===== config.mk =====
export PLATFORM = sky130hd
export DESIGN_NAME = uart_tx_fifo
export DESIGN_NICKNAME = d
export VERILOG_FILES = /design/src/rtl/uart_tx_fifo_pkg.sv /design/src/rtl/uart_tx_fifo_core.sv /design/src/rtl/uart_tx_fifo.sv
export SDC_FILE = /design/constraint.sdc
export NUM_CORES = 1
export LEC_CHECK = 0
export BUFFER_PORTS_ARGS = -buffer_cell sky130_fd_sc_hd__clkbuf_2
export CAP_MARGIN = 15
export CORE_MARGIN = 10
export CORE_UTILIZATION = 55
export CTS_BUF_LIST = sky130_fd_sc_hd__clkbuf_8
export CTS_CLUSTER_DIAMETER = 50
export DETAILED_ROUTE_END_ITERATION = 10
export GPL_ROUTABILITY_DRIVEN = 1
export PLACE_DENSITY = 0.73
export RECOVER_POWER = 25
export SETUP_SLACK_MARGIN = 0.4
export SYNTH_ARGS = -nofsm -noshare
export SYNTH_HDL_FRONTEND = slang
export SYNTH_HIERARCHICAL = 1
export SYNTH_SLANG_ARGS = --single-unit

===== constraint.sdc =====
create_clock -name clk -period 7.5 [get_ports clk]
set_input_delay 1.125 -clock clk [delete_from_list [all_inputs] [get_ports clk]]
set_output_delay 1.125 -clock clk [all_outputs]
set_load 0.02 [all_outputs]

===== src/rtl/uart_tx_fifo_pkg.sv =====
`default_nettype none
// ============================================================================
// Module   : uart_tx_fifo_pkg
// Purpose  : Shared definitions for the UART transmit path: default data
//            width / depth and the load/wait state encoding.
// Revision : 1.0 - initial release
// ============================================================================
package uart_tx_fifo_pkg;

  localparam int DEF_W        = 8;
  localparam int DEF_DEPTH    = 16;
  localparam int DEF_LOGD     = 4;
  localparam int DEF_AFULL_TH = 12;

  // IDLE: free to load the next byte; WAIT: a byte is with the UART
  typedef enum logic [0:0] {
    ST_IDLE = 1'b0,
    ST_WAIT = 1'b1
  } tx_state_e;

endpackage
`default_nettype wire


===== src/rtl/uart_tx_fifo_core.sv =====
`default_nettype none
// ============================================================================
// Module   : fifo_core
// Purpose  : DEPTH x W circular queue with occupancy count, sticky overflow
//            and synchronous flush. Read data is the entry at rd_ptr.
// Revision : 1.0 - initial release
// ============================================================================
module fifo_core
  import uart_tx_fifo_pkg::*;
#(
  parameter int W     = DEF_W,
  parameter int DEPTH = DEF_DEPTH,
  parameter int LOGD  = DEF_LOGD
) (
  input  logic          clk,
  input  logic          rst,
  input  logic          wr_en,
  input  logic [W-1:0]  wr_data,
  input  logic          rd_en,
  input  logic          flush,
  output logic [W-1:0]  rd_data,
  output logic [LOGD:0] count,
  output logic          empty,
  output logic          overflow
);

  localparam logic [LOGD:0] FULL_CNT = (LOGD+1)'(DEPTH);

  logic [W-1:0]    mem [DEPTH];
  logic [LOGD-1:0] wr_ptr;
  logic [LOGD-1:0] rd_ptr;
  logic            full;
  logic            push;
  logic            pop;

  assign full  = (count == FULL_CNT);
  assign empty = (count == '0);

  // A pop in the same cycle frees a slot, so a push into a full queue is
  // accepted then. Flush wins over both.
  assign pop     = rd_en && !empty && !flush;
  assign push    = wr_en && !flush && (!full || pop);
  assign rd_data = mem[rd_ptr];

  // Pointer and occupancy tracking; flush rewinds everything to slot 0
  always_ff @(posedge clk or negedge rst) begin
    if (!rst) begin
      wr_ptr <= '0;
      rd_ptr <= '0;
      count  <= '0;
    end else if (flush) begin
      wr_ptr <= '0;
      rd_ptr <= '0;
      count  <= '0;
    end else begin
      if (push) wr_ptr <= wr_ptr + 1'b1;
      if (pop)  rd_ptr <= rd_ptr + 1'b1;
      case ({push, pop})
        2'b10:   count <= count + 1'b1;
        2'b01:   count <= count - 1'b1;
        default: count <= count;
      endcase
    end
  end

  // Storage array; contents are don't-care until written
  always_ff @(posedge clk) begin
    if (push) mem[wr_ptr] <= wr_data;
  end

  // Sticky drop flag: only a non-flush push that could not be stored sets it
  always_ff @(posedge clk or negedge rst) begin
    if (!rst) begin
      overflow <= 1'b0;
    end else if (wr_en && !flush && !push) begin
      overflow <= 1'b1;
    end
  end

endmodule
`default_nettype wire


===== src/rtl/uart_tx_fifo.sv =====
`default_nettype none
// ============================================================================
// Module   : uart_tx_fifo
// Purpose  : Transmit FIFO between the encoder and uart_trans. Buffers bytes,
//            raises a threshold stall and hands bytes to the UART using the
//            write_TDR / trans_done handshake.
// Revision : 1.0 - initial release
// ============================================================================
module uart_tx_fifo
  import uart_tx_fifo_pkg::*;
#(
  parameter int W        = DEF_W,
  parameter int DEPTH    = DEF_DEPTH,
  parameter int LOGD     = DEF_LOGD,
  parameter int AFULL_TH = DEF_AFULL_TH
) (
  input  logic          clk,
  input  logic          rst,
  input  logic [W-1:0]  data_in,
  input  logic          data_enable,
  input  logic          flush,
  input  logic          trans_done,
  output logic [W-1:0]  data_out,
  output logic          write_TDR,
  output logic          stall,
  output logic          idle,
  output logic [LOGD:0] count,
  output logic          overflow
);

  localparam logic [LOGD:0] AFULL_CNT = (LOGD+1)'(AFULL_TH);

  tx_state_e      state;
  tx_state_e      state_nxt;
  logic           load;
  logic           empty;
  logic [W-1:0]   rd_data;

  fifo_core #(
    .W     (W),
    .DEPTH (DEPTH),
    .LOGD  (LOGD)
  ) u_fifo_core (
    .clk      (clk),
    .rst      (rst),
    .wr_en    (data_enable),
    .wr_data  (data_in),
    .rd_en    (load),
    .flush    (flush),
    .rd_data  (rd_data),
    .count    (count),
    .empty    (empty),
    .overflow (overflow)
  );

  // Load/wait state register
  always_ff @(posedge clk or negedge rst) begin
    if (!rst) state <= ST_IDLE;
    else      state <= state_nxt;
  end

  // Next state: load a byte whenever idle with data queued (flush blocks it);
  // a trans_done seen while idle is simply ignored
  always_comb begin
    state_nxt = state;
    load      = 1'b0;
    case (state)
      ST_IDLE: begin
        if (!empty && !flush) begin
          load      = 1'b1;
          state_nxt = ST_WAIT;
        end
      end
      ST_WAIT: begin
        if (trans_done) state_nxt = ST_IDLE;
      end
      default: state_nxt = ST_IDLE;
    endcase
  end

  // Registered UART interface: strobe and byte appear together one edge
  // after the load decision
  always_ff @(posedge clk or negedge rst) begin
    if (!rst) begin
      data_out  <= '0;
      write_TDR <= 1'b0;
    end else begin
      write_TDR <= load;
      if (load) data_out <= rd_data;
    end
  end

  assign stall = (count >= AFULL_CNT);
  assign idle  = (count == '0) && (state == ST_IDLE);

endmodule
`default_nettype wire


==> run metrics <==
status=complete, no violations; pwr dens=302 mW/mm^2; largest net degree at the start of global routing=52; top sig layer=met4; worst clock skew=~12 ps; Nets=approximately 430; most frequent cells after synthesis=128 x edfxtp_1, 26 x mux2i_1, 24 x dfrtp_1, 20 x mux2_2, 18 x o21ai_0; top-count cell post-synth=edfxtp_1; Max Buffers Root-to-Sink=2; Post-synth EDFFs=~130; critical path peak fanout=20; fin. max-slew vios=0; Total Power=2.10 mW; worst-case vdd ir drop=approximately 170 uV; synthesized instance count=380; Area Overhead vs Synth=9.69%; CTS tree=done; mapped cell area=between 0.006 and 0.007 sq mm; Switch Pwr=0.644 mW; die width=roughly 130 um; gr ovfl total=0; worst-skew pair later-pin latency=450 ps; CP Launch Type=input pin; share of layout cells above drive strength 1=approximately a quarter; first-pass GRT wire length=roughly 20,000 um; htree depth=4; # port buffers=29; critical path data required time=between 7000 and 8000 ps; Fin. Hold Viols=0; design internal power=approximately 1.5 mW; setup TNS=0 ps; Setup-failing EPs final=0; routed length per instance=around 22 um; Initial Utilization=about 56%; post-synth top area cell=edfxtp_1; crit end category=flop; final WL=between 10,000 and 15,000 um; clock power share=around 27%; Syn Nets=402; cts hold-fix bufs=0; Final min period=approximately 3800 ps; Seq/Total Area, Yosys=between 70% and 80%; WP data arrival=between 4000 and 5000 ps; top-area cell type share of the netlist area=approximately three fifths; Synth Register Bits=about 150; Reg clk slew, reported paths=~80 ps; clock sinks=roughly 150; Antenna Nets Post-Route=0; Synth Flop Type=edfxtp_1; WS Path Type=in2reg; min-delay worst type=reg2reg; post-cts repair resize count=0; Net Sw Frac=roughly 31%; RD Place Congestion=between 0.8 and 0.9; syn_area_per_cell=about 17 sq um; max cap viols=0; Flop pwr share=between 40% and 50%; M1 WL=between 5000 and 6000 um; Routed met3 length=~550 um; RSZ-0062 raised after global routing=no; Peak Freq=around 260 MHz; vias in the first global route=3,490; setup slack, reg-to-reg=around 4000 ps; max incr delay on CP=between 600 and 700 ps; Cell Rows=39; GRT Util Overall=between 15 and 20%; Core Area=0.0114 sq mm; Clock Root Buffer=clkbuf_8; antenna violations before repair=0; total die area=roughly 0.016 sq mm; Comb pwr share=between 20% and 30%; CP cell instances=clkbuf_2 -> nor3_4 -> o21ai_0 -> or3_1 -> fa_1 -> nand2b_1 -> a21oi_1 -> mux2i_1 -> nand2_1 -> a31oi_1; Ports=30; Yosys cell types=between 40 and 50; Max transition margin=5.84%; CP max stage cell=nor3_4; synth top area cells=edfxtp_1 61%, dfrtp_1 9.5%, mux4_2 5.7%, mux2i_1 4.1%, mux2_2 3.6%; Synthesis Warnings=6; Final HPWL DP=8060 um; DR iter-0 viols=380; vias per cell=roughly 5.9; DRC=0; Tcrit/Tclk final=around 50%; metal2 WL=6020 um; Leak Pwr=2.38 nW; die height=~130 um; first-pass detailed-route iteration total=5; post-CTS setup buffers=0; Async SR Flop Fraction=between 10% and 20%; actual slew at the worst max-slew pin=approximately 1400 ps; vias post-DR=~3.4k; n_diodes=0; TritonCTS buffer count=17
-- cells in the final DEF (no fill, tap or decap), types with 4 or more instances in the layout --
master      n
clkinv_4    4
a221oi_1    8
xor2_1      5
nand2_1    14
ha_1        8
clkbuf_1    8
mux4_2     16
a21oi_1    12
nor2_1     14
and3_1      4
and2_1     12
inv_1       9
mux2_2     20
o21ai_0    18
edfxtp_1  128
dfrtp_1    23
clkbuf_2   21
mux2i_1    26
a22oi_1     8
clkbuf_8   17
nand3_1     4
-- power groups by stage --
stage	sequential, mW	combinational [mW]	clock [mW]
4_1_cts	1.02	0.520	0.580
3_5_place_dp	1.04	0.519	0
3_3_place_gp	1.03	0.510	0
5_1_grt	1.03	0.557	0.623
6_report	1.02	0.512	0.570
2_1_floorplan	1.06	0.354	0
-- sequential cells by signal (all words and copies together), names as in the netlist --
register              cells
data_out                  8
u_fifo_core/count         5
u_fifo_core/mem         128
u_fifo_core/overflow      1
u_fifo_core/rd_ptr        4
state                     1
u_fifo_core/wr_ptr        4
write_TDR                 1
-- kinds of logic (layout without fill, tap and decap cells) --
group | count (synthesis) | in the layout | synth area share [%]
flops | 152 | 152 | 70.1
simple gates | 68 | 68 | 5.94
mux | 62 | 62 | 13.3
compound gates | 55 | 55 | 5.80
buf+inv | 26 | 71 | 1.80
fa+ha+maj | 9 | 9 | 1.90
xor+xnor | 8 | 8 | 1.11
-- cell type report --
class,count,area [sq um]
repair buffers,31,154
inverters,8,30.0
flip-flops and latches,152,4450
fillers,856,4420
well taps,143,179
clock inverters,15,130
clock buffers,17,234
multi-input cells,202,1780
-- worst max-delay path, delay by kind of cell --
family                   cells  cell delay, ps
AO/OA/AOI/OAI                3             770
buffers and inverters        1             290
AND/OR/NAND/NOR              4            1340
multiplexers                 1             240
adder cells (fa/ha/maj)      1             410
-- routing by layer --
metal  track usage (%)  vias to the layer above
li1                  -                     1548
met1              22.3                     1705
met2              25.0                       98
met3              4.43                       18
met4              5.09                        0
met5                 0                        -
-- path summary, 6_finish.rpt --
path,startpoint,to,cells past startpoint
max,flush,u_fifo_core/count[4]$_DFFE_PN0P_,10
min,u_fifo_core/overflow$_DFFE_PN0P_,u_fifo_core/overflow$_DFFE_PN0P_,1
max reg2reg,u_fifo_core/count[1]$_DFFE_PN0P_,u_fifo_core/count[4]$_DFFE_PN0P_,11
min reg2reg,u_fifo_core/overflow$_DFFE_PN0P_,u_fifo_core/overflow$_DFFE_PN0P_,1
max in group asynchronous,rst,u_fifo_core/rd_ptr[0]$_DFFE_PN0P_,1
min in group asynchronous,rst,data_out[0]$_DFFE_PN0P_,1
-- through the flow --
step | setup slack [ps] | util, % | instances | hold slack (ps) | instance area (sq um)
final | 3670 | 61.2 | 568 | 471 | 6950
after global routing | 3400 | 61.2 | 568 | 508 | 6950
after CTS | 3720 | 61.1 | 567 | 476 | 6950
after detailed placement | 3260 | 57.9 | 535 | 460 | 6590
after global placement | 3420 | 57.9 | 535 | 453 | 6590
after floorplan | 4110 | - | 380 | 535 | 6340
(Power assumes the default switching activity.)
